File: config.mk
export PLATFORM = sky130hd
export DESIGN_NAME = movx_axis
export DESIGN_NICKNAME = d
export VERILOG_FILES = /design/src/rtl/movx_pkg.sv /design/src/rtl/movx_hold_timer.sv /design/src/rtl/movx_axis.sv
export SDC_FILE = /design/constraint.sdc
export NUM_CORES = 1
export LEC_CHECK = 0
export BUFFER_PORTS_ARGS = -buffer_cell sky130_fd_sc_hd__buf_4
export CAP_MARGIN = 30
export CORE_UTILIZATION = 34
export CTS_CLUSTER_SIZE = 16
export DETAILED_ROUTE_END_ITERATION = 10
export PLACE_DENSITY = 0.58
export SLEW_MARGIN = 25
export SYNTH_ARGS = -nofsm -noshare
export SYNTH_HDL_FRONTEND = slang
export SYNTH_HIERARCHICAL = 1
export SYNTH_SLANG_ARGS = --single-unit
File: constraint.sdc
create_clock -name clk -period 3.65 [get_ports clk]
set_input_delay 0.1825 -clock clk [delete_from_list [all_inputs] [get_ports clk]]
set_output_delay 0.1825 -clock clk [all_outputs]
set_load 0.02 [all_outputs]
File: src/rtl/movx_pkg.sv
// Shared encodings for the single-axis movement controller.
// Latency: n/a (constants only).
// Backpressure: n/a.
package movx_pkg;

  // Controller state encodings; also exported on the debug state port.
  localparam logic [2:0] ST_IDLE    = 3'd0;
  localparam logic [2:0] ST_UP      = 3'd1;
  localparam logic [2:0] ST_DOWN    = 3'd2;
  localparam logic [2:0] ST_HOLD_HI = 3'd3;
  localparam logic [2:0] ST_HOLD_LO = 3'd4;
  localparam logic [2:0] ST_LOST    = 3'd5;

  // Step-direction pulse codes driven on o_signal.
  localparam logic [1:0] SIG_NONE = 2'b00;
  localparam logic [1:0] SIG_UP   = 2'b10;
  localparam logic [1:0] SIG_DN   = 2'b01;

  // True for the two limit-hold states, which share the dwell timer.
  function automatic logic is_hold(input logic [2:0] st);
    return (st == ST_HOLD_HI) || (st == ST_HOLD_LO);
  endfunction

endpackage

File: src/rtl/movx_hold_timer.sv
// Dwell counter for the limit-hold states; done fires on the HOLD-th hold cycle.
// Latency: done is combinational from the count register and en.
// Backpressure: none; counts every enabled cycle, clears whenever clr is high.
module movx_hold_timer #(
  parameter int unsigned HOLD = 0
) (
  input  logic clk,
  input  logic rst,
  input  logic clr,
  input  logic en,
  output logic done
);

  generate
    if (HOLD == 0) begin : g_off
      // No auto-resume: the hold is left only on cont, so no counter exists.
      logic unused_inputs;
      assign unused_inputs = ^{clk, rst, clr, en};
      assign done = 1'b0;
    end else begin : g_cnt
      localparam int TW = $clog2(HOLD + 1);
      // Count value seen during the last hold cycle before the exit edge.
      localparam logic [TW-1:0] LAST = TW'(HOLD - 1);

      logic [TW-1:0] cnt_q;
      logic [TW-1:0] cnt_d;

      // Clear outside the hold, count inside it, saturate at the exit value.
      always_comb begin
        cnt_d = cnt_q;
        if (clr) begin
          cnt_d = '0;
        end else if (en && (cnt_q != LAST)) begin
          cnt_d = cnt_q + 1'b1;
        end
      end

      // Count register with synchronous active-low reset.
      always_ff @(posedge clk) begin
        if (!rst) begin
          cnt_q <= '0;
        end else begin
          cnt_q <= cnt_d;
        end
      end

      assign done = en && (cnt_q == LAST);
    end
  endgenerate

endmodule

File: src/rtl/movx_axis.sv
// Single-axis bouncing position controller with limit holds and a latched loss state.
// Latency: one cycle; every output is registered off the sampling edge.
// Backpressure: none; tick/cont/perdio are level-sampled strobes, never stalled.
module movx_axis
  import movx_pkg::*;
#(
  parameter int unsigned W          = 8,
  parameter int unsigned POS_MIN    = 0,
  parameter int unsigned POS_MAX    = 200,
  parameter int unsigned STEP       = 1,
  parameter int unsigned HOLD       = 0,
  parameter int unsigned HOLD_LO_EN = 0
) (
  input  logic         clk,
  input  logic         rst,
  input  logic         sta,
  input  logic         tick,
  input  logic         cont,
  input  logic         perdio,
  output logic [W-1:0] pos,
  output logic         dir,
  output logic [1:0]   o_signal,
  output logic         lost,
  output logic [2:0]   state
);

  // Limits and step at W+1 bits so neither add nor subtract can wrap.
  localparam logic [W:0]   MIN_X  = (W+1)'(POS_MIN);
  localparam logic [W:0]   MAX_X  = (W+1)'(POS_MAX);
  localparam logic [W:0]   STEP_X = (W+1)'(STEP);
  localparam logic [W-1:0] MIN_W  = W'(POS_MIN);
  localparam logic [W-1:0] MAX_W  = W'(POS_MAX);

  logic [2:0]   state_q, state_d;
  logic [W-1:0] pos_q, pos_d;
  logic         dir_q, dir_d;
  logic [1:0]   sig_q, sig_d;
  logic         lost_q, lost_d;

  logic [W:0]   up_sum;
  logic [W:0]   dn_diff;
  logic [W-1:0] up_pos;
  logic [W-1:0] dn_pos;
  logic         in_hold;
  logic         hold_done;

  // Clamped candidate positions for an up step and a down step.
  assign up_sum  = {1'b0, pos_q} + STEP_X;
  assign dn_diff = {1'b0, pos_q} - STEP_X;
  assign up_pos  = (up_sum >= MAX_X) ? MAX_W : up_sum[W-1:0];
  // A borrow out of the top bit means the subtraction went below zero.
  assign dn_pos  = (dn_diff[W] || (dn_diff <= MIN_X)) ? MIN_W : dn_diff[W-1:0];

  // The timer runs only while holding, so it is already zero on every entry.
  assign in_hold = is_hold(state_q);

  movx_hold_timer #(
    .HOLD (HOLD)
  ) u_hold (
    .clk  (clk),
    .rst  (rst),
    .clr  (!in_hold),
    .en   (in_hold),
    .done (hold_done)
  );

  // Next-state, position and pulse selection; perdio outranks every other event.
  always_comb begin
    state_d = state_q;
    pos_d   = pos_q;
    sig_d   = SIG_NONE;
    case (state_q)
      ST_IDLE: begin
        if (sta) begin
          state_d = ST_UP;
        end
      end
      ST_UP: begin
        if (perdio) begin
          state_d = ST_LOST;
        end else if (tick) begin
          pos_d = up_pos;
          sig_d = SIG_UP;
          if (up_pos == MAX_W) begin
            state_d = ST_HOLD_HI;
          end
        end
      end
      ST_DOWN: begin
        if (perdio) begin
          state_d = ST_LOST;
        end else if (tick) begin
          pos_d = dn_pos;
          sig_d = SIG_DN;
          if (dn_pos == MIN_W) begin
            state_d = (HOLD_LO_EN != 0) ? ST_HOLD_LO : ST_UP;
          end
        end
      end
      ST_HOLD_HI: begin
        if (perdio) begin
          state_d = ST_LOST;
        end else if (cont || hold_done) begin
          state_d = ST_DOWN;
        end
      end
      ST_HOLD_LO: begin
        if (perdio) begin
          state_d = ST_LOST;
        end else if (cont || hold_done) begin
          state_d = ST_UP;
        end
      end
      ST_LOST: begin
        state_d = ST_LOST;
      end
      default: begin
        // Unused encodings fall back to IDLE rather than lock up.
        state_d = ST_IDLE;
      end
    endcase
  end

  // Direction follows the state being entered; IDLE and LOST keep the last value.
  always_comb begin
    dir_d = dir_q;
    case (state_d)
      ST_UP, ST_HOLD_LO:   dir_d = 1'b1;
      ST_DOWN, ST_HOLD_HI: dir_d = 1'b0;
      default:             dir_d = dir_q;
    endcase
    lost_d = (state_d == ST_LOST);
  end

  // State and output registers with synchronous active-low reset.
  always_ff @(posedge clk) begin
    if (!rst) begin
      state_q <= ST_IDLE;
      pos_q   <= MIN_W;
      dir_q   <= 1'b1;
      sig_q   <= SIG_NONE;
      lost_q  <= 1'b0;
    end else begin
      state_q <= state_d;
      pos_q   <= pos_d;
      dir_q   <= dir_d;
      sig_q   <= sig_d;
      lost_q  <= lost_d;
    end
  end

  assign pos      = pos_q;
  assign dir      = dir_q;
  assign o_signal = sig_q;
  assign lost     = lost_q;
  assign state    = state_q;

endmodule
==> impl_metrics.py, run 1 <==
metrics = {
    "status": {
        "status": "complete, no violations",
    },
    "detailed_routing": {
        "drt-vias-per-instance": 5.744,
        "routed_wl_um": 3361,
        "drc": 0,
        "vias": 1281,
        "drtAntennaViolNets": 0,
        "wl_per_cell_um": 15.07,
        "drt_pass1_iterations": 4,
        "drt-initial-drc-count": 65,
    },
    "clocking": {
        "cts_resized": 0,
        "cts_made_buffers": 3,
        "htree_levels": 1,
        "clock-root-buffer": "clkbuf_4",
        "cts_setup_buffers": 0,
        "clk_pin_slew_worst_paths_ns": 0.09,
        "cts_max_path_buffers": 2,
        "ctsHoldBuffers": 0,
        "cts_tree": "built",
        "clkLatencyLatePin_ns": 0.29,
        "cts_sinks": 15,
    },
    "pwr": {
        "seqPwrFrac_pct": 54.2,
        "p_int_uw": 230.2,
        "power.density_mw_per_mm2": 229.6,
        "ir_drop_mv": 0.09317,
        "fin_total_pwr_uw": 323.5,
        "p_leak_uw": 0.0005179,
        "p_clk_share_pct": 30.2,
        "switchingPower_uw": 93.26,
        "swShare_pct": 28.83,
        "p_comb_share_pct": 15.6,
    },
    "layout": {
        "layout-drive-gt1-share_pct": 18.64,
        "area_growth_pct": 12.94,
        "final_area_mm2": 0.001409,
        "antennaDiodeCount": 0,
        "finalNetCount": 187,
        "nFillCells": 368,
    },
    "sta": {
        "slew_headroom_pct": 57.06,
        "rsz0062_at_grt": "no",
        "fmax_mhz": 407.1,
        "setup_tns_ns": 0,
        "fin_ws_ns": 1.194,
        "fin_crit_ns": 2.456,
        "hold_viol_final": 0,
        "tightestPinTransition_ns": 0.6432,
        "period_share_pct": 67.29,
        "slew_viol_final": 0,
        "final.setup_skew_ns": 0.002977,
        "setup_viol": 0,
        "holdWs_ns": 0.08932,
    },
    "critical_path": {
        "path_class": "flop to flop",
        "rrSetupSlack_ns": 1.19,
        "crit_arrival_ns": 2.67,
        "worstSetupStartpointType": "flop",
        "cp_max_fo": 12,
        "worstSetupEndpointType": "flop",
        "required_ns": 3.86,
    },
    "floorplanning": {
        "start_util_pct": 36.52,
        "die_x_um": 62.57,
        "die_area_mm2": 0.003915,
        "core_region_area_mm2": 0.003416,
        "die_h_um": 62.57,
        "io_pins": 21,
        "num_rows": 21,
    },
    "run": {
        "maxCapViolations": 0,
    },
    "grt": {
        "antenna_found_initial": 0,
        "grt_max_degree": 19,
        "grt_pass1_vias": 1186,
        "gr-total-overflow": 0,
        "grt_usage_pct": 18.17,
        "grt_pass1_wl_um": 5630,
    },
    "synth": {
        "synthCells": 167,
        "synth_fp_nets": 176,
        "avgSynthCellArea_um2": 7.470,
        "ys_warn_count": 6,
        "netlist_area_mm2": 0.001247,
    },
    "placement": {
        "place_area_mm2": 0.001383,
        "place_congestion": 0.9213,
        "dp_hpwl_um": 2520,
        "dp_slack_ns": 1.245,
        "port_buffers": 20,
    },
    "worst_hold_path": {
        "min_path_type": "input port to flop",
    },
}
per-stage QoR:
step | utilization [%] | instances
after detailed placement | 40.48 | 219
after CTS | 41.25 | 223
after global routing | 41.25 | 223
final | 41.25 | 223
after floorplan | - | 167
after global placement | 40.48 | 219
layout by cell type (no fill, tap or decap), drive strengths merged, types with 4 or more instances in the layout:
cell type  count
inv            6
buf           20
and2           4
nand3          7
a21oi          9
clkbuf         4
nand2         11
xor2           4
nor2          12
nor3          11
o31ai          4
o21ai         14
dfxtp         15
worst paths after layout:
check,depth (start not counted),to,from
worst max register to register,8,dir$_SDFFE_PN1P_,pos[0]$_SDFFE_PN0P_
worst min-delay path,2,o_signal[0]$_SDFF_PN0_,perdio
worst min register to register,2,pos[7]$_SDFFE_PN0P_,pos[7]$_SDFFE_PN0P_
worst max-delay path,8,dir$_SDFFE_PN1P_,pos[0]$_SDFFE_PN0P_
registers in the layout (all words and copies together) (netlist names):
| register | cells |
|---|---|
| o_signal | 2 |
| pos | 8 |
| dir | 1 |
| state | 3 |
| lost | 1 |
critical path, cell delays in order (launching register included):
cell	delay (ns)
dfxtp_1	0.59
inv_1	0.15
ha_1	0.26
xor2_1	0.15
nor4_1	0.29
a41oi_1	0.19
o311ai_1	0.31
o211ai_1	0.20
o31ai_2	0.25
power groups by stage:
stage | clock network (uW) | logic (uW) | registers, uW
6_report | 97.6 | 50.6 | 175
5_1_grt | 112 | 56.4 | 176
4_1_cts | 99.3 | 50.7 | 175
3_5_place_dp | 0 | 50.5 | 179
3_3_place_gp | 0 | 50.1 | 178
2_1_floorplan | 0 | 34.9 | 177
metal layers:
layer  vias up  global-route usage (%)  share of wire [%]
met2        38                   28.80                 47
met3        11                   3.285                4.7
met1       603                   22.81                 45
met4         0                   10.76                3.1
met5         -                       0                  0
li1        629                       -                  -
final cells by class:
class	instances	area, um^2	area share, %
clock buffers	4	26.28	1.865
flip-flops and latches	15	300.3	21.31
multi-input cells	131	848.3	60.21
well taps	46	57.56	4.085
repair buffers	20	150.1	10.66
inverters	7	26.28	1.865
Note: power is estimated with default switching activity, not from simulation.
==> run 2: changes to the inputs <==
Settings changed: ABC_AREA from default to 1, PLACE_DENSITY 0.58 to 0.6.
Clock period 3.65 ns to 2.1 ns, I/O delays scaled along.
==> run 2 against run 1 <==
Compared with the run above: total power increased to 3.0 times the previous value; area after synthesis increased by 2.0%; setup slack got worse by 0.98 ns; cell area increased by 11%; utilization increased by 3.9 points; non-clock buffer count increased by 6; sequential power increased by 95%.
==> impl_metrics.py, run 2 <==
metrics = {
    "detailed_routing": {
        "routed_wl_um": 3119,
        "drt-vias-per-instance": 4.834,
        "wl_per_cell_um": 11.26,
        "drtAntennaViolNets": 0,
        "drt-initial-drc-count": 57,
        "drc": 0,
        "drt_pass1_iterations": 4,
        "vias": 1339,
    },
    "placement": {
        "dp.cells": 272,
        "place_area_mm2": 0.001475,
        "place_congestion": 0.8443,
        "port_buffers": 20,
        "dp_hpwl_um": 2495,
    },
    "critical_path": {
        "worstSetupStartpointType": "flop",
        "crit_arrival_ns": 2.03,
        "required_ns": 2.25,
        "crit_end": "dir$_SDFFE_PN1P_",
        "worstSetupEndpointType": "flop",
        "rrSetupSlack_ns": 0.22,
        "setup.worst_path.start": "pos[1]$_SDFFE_PN0P_",
        "reg2regPathDepth": 17,
        "regToRegStartpoint": "pos[1]$_SDFFE_PN0P_",
        "cp_max_fo": 6,
        "r2r_end": "dir$_SDFFE_PN1P_",
        "path_class": "flop to flop",
    },
    "sta": {
        "holdWs_ns": 0.1597,
        "final.setup_skew_ns": 0.005818,
        "tightestPinTransition_ns": 0.5095,
        "fmax_mhz": 530.7,
        "fin_crit_ns": 1.884,
        "slew_viol_final": 0,
        "slew_headroom_pct": 66.03,
        "period_share_pct": 89.73,
        "setup_viol": 0,
        "hold_viol_final": 0,
    },
    "clocking": {
        "cts_tree": "built",
        "clkLatencyLatePin_ns": 0.25,
        "cts_max_path_buffers": 2,
        "cts_made_buffers": 3,
        "cts_sinks": 15,
        "htree_levels": 1,
        "clk_pin_slew_worst_paths_ns": 0.06,
        "clock-root-buffer": "clkbuf_8",
    },
    "grt": {
        "grt_pass1_wl_um": 5292,
        "antenna_found_initial": 0,
        "grt_pass1_vias": 1200,
        "gr-total-overflow": 0,
        "grt_usage_pct": 16.56,
        "grt_max_degree": 12,
    },
    "layout": {
        "mostFrequentLayoutCells": "48 x nand2_1, 27 x inv_1, 26 x buf_4",
        "fin_util_pct": 45.13,
        "area_growth_pct": 23.01,
        "multi_input_area_um2": 837.1,
        "antennaDiodeCount": 0,
        "register_area_um2": 310.3,
        "final_area_mm2": 0.001565,
        "nFillCells": 380,
        "finalNetCount": 241,
        "final_common_cell": "nand2_1",
        "largest_reg_flops": 8,
        "stdcell_count": 277,
        "layout-drive-gt1-share_pct": 27.71,
    },
    "floorplanning": {
        "core_region_area_mm2": 0.003468,
        "io_pins": 21,
        "die_h_um": 63.18,
        "die_x_um": 63.18,
        "die_area_mm2": 0.003991,
        "start_util_pct": 36.69,
        "num_rows": 21,
    },
    "status": {
        "status": "complete, no violations",
    },
    "worst_hold_path": {
        "hp-start": "rst",
        "min_path_type": "input port to flop",
    },
    "synth": {
        "ys_warn_count": 6,
        "synthCells": 206,
        "netlist_area_mm2": 0.001272,
        "avgSynthCellArea_um2": 6.177,
        "synth_fp_nets": 215,
    },
    "pwr": {
        "ir_drop_mv": 0.2604,
        "p_leak_uw": 0.0007697,
        "fin_total_pwr_uw": 974.7,
        "power.density_mw_per_mm2": 622.7,
    },
    "run": {
        "maxCapViolations": 0,
    },
}
==> run 2: changes by cell type in the layout (fill, tap and decap cells not counted), moves of 5 or more <==
cell | before | now
buf_4 | 20 | 26
nand2_2 | 0 | 10
nand2_1 | 11 | 48
inv_2 | 0 | 5
o21ai_0 | 14 | 7
nand3_1 | 7 | 22
inv_1 | 6 | 27
==> run 2: cell type report <==
class | count | share of cell area [%]
tap | 46 | 3.677
timing repair buffer | 26 | 12.47
multi-input combinational | 154 | 53.48
inverter | 32 | 7.674
clock buffer | 4 | 2.878
sequential | 15 | 19.82
==> run 2: critical path, stage by stage, from the launching register on <==
cell	delay (ns)
dfxtp_4	0.36
inv_1	0.08
ha_1	0.19
inv_2	0.06
nand2_1	0.08
nand3_1	0.10
inv_1	0.06
nand3_1	0.06
nor2_1	0.13
nand3_2	0.10
nand3_1	0.12
nand3_1	0.08
nand2_1	0.11
inv_2	0.06
nand3_1	0.07
nand2_1	0.05
nand2_1	0.05
nand2_1	0.04
==> run 2: worst min-delay path by stage <==
| stage | to | slack (ns) | cells after the start |
|---|---|---|---|
| after detailed placement | state[2]$_SDFF_PN0_ | 0.41 | 3 |
| after global placement | state[2]$_SDFF_PN0_ | 0.41 | 3 |
| after floorplan | state[2]$_SDFF_PN0_ | 0.22 | 2 |
| after global routing | pos[7]$_SDFFE_PN0P_ | 0.17 | 3 |
| final | state[2]$_SDFF_PN0_ | 0.16 | 3 |
| after CTS | state[2]$_SDFF_PN0_ | 0.15 | 3 |
==> run 2: repair_timing <==
| action | in CTS | in global routing |
|---|---|---|
| resized for setup | 0 | 14 |
| hold buffers | 0 | 0 |
| endpoints found under the setup margin | 0 | 5 |
| buffers inserted | 0 | 1 |
==> run 2: report_power, final <==
| part | total, uW | switching, uW | internal (uW) |
|---|---|---|---|
| Combinational | 403 | 249 | 154 |
| Clock | 230 | 96.2 | 134 |
| Sequential | 341 | 34.7 | 306 |
==> run 2: per-stage QoR <==
step                setup TNS [ns]  worst slack [ns]
floorplan                        0            0.2089
global placement                 0            0.1096
detailed placement               0           0.09958
CTS                              0           0.08584
global route              -0.01559          -0.01559
finish                           0            0.2157
==> run 2: per-layer routing <==
layer / share of wire [%] / GRT usage [%] / wire length, um
met1: 49 / 22.02 / 1516
met2: 45 / 26.48 / 1392
met3: 6.0 / 4.348 / 188
met4: 0.74 / 3.977 / 23
met5: 0 / 0 / 0
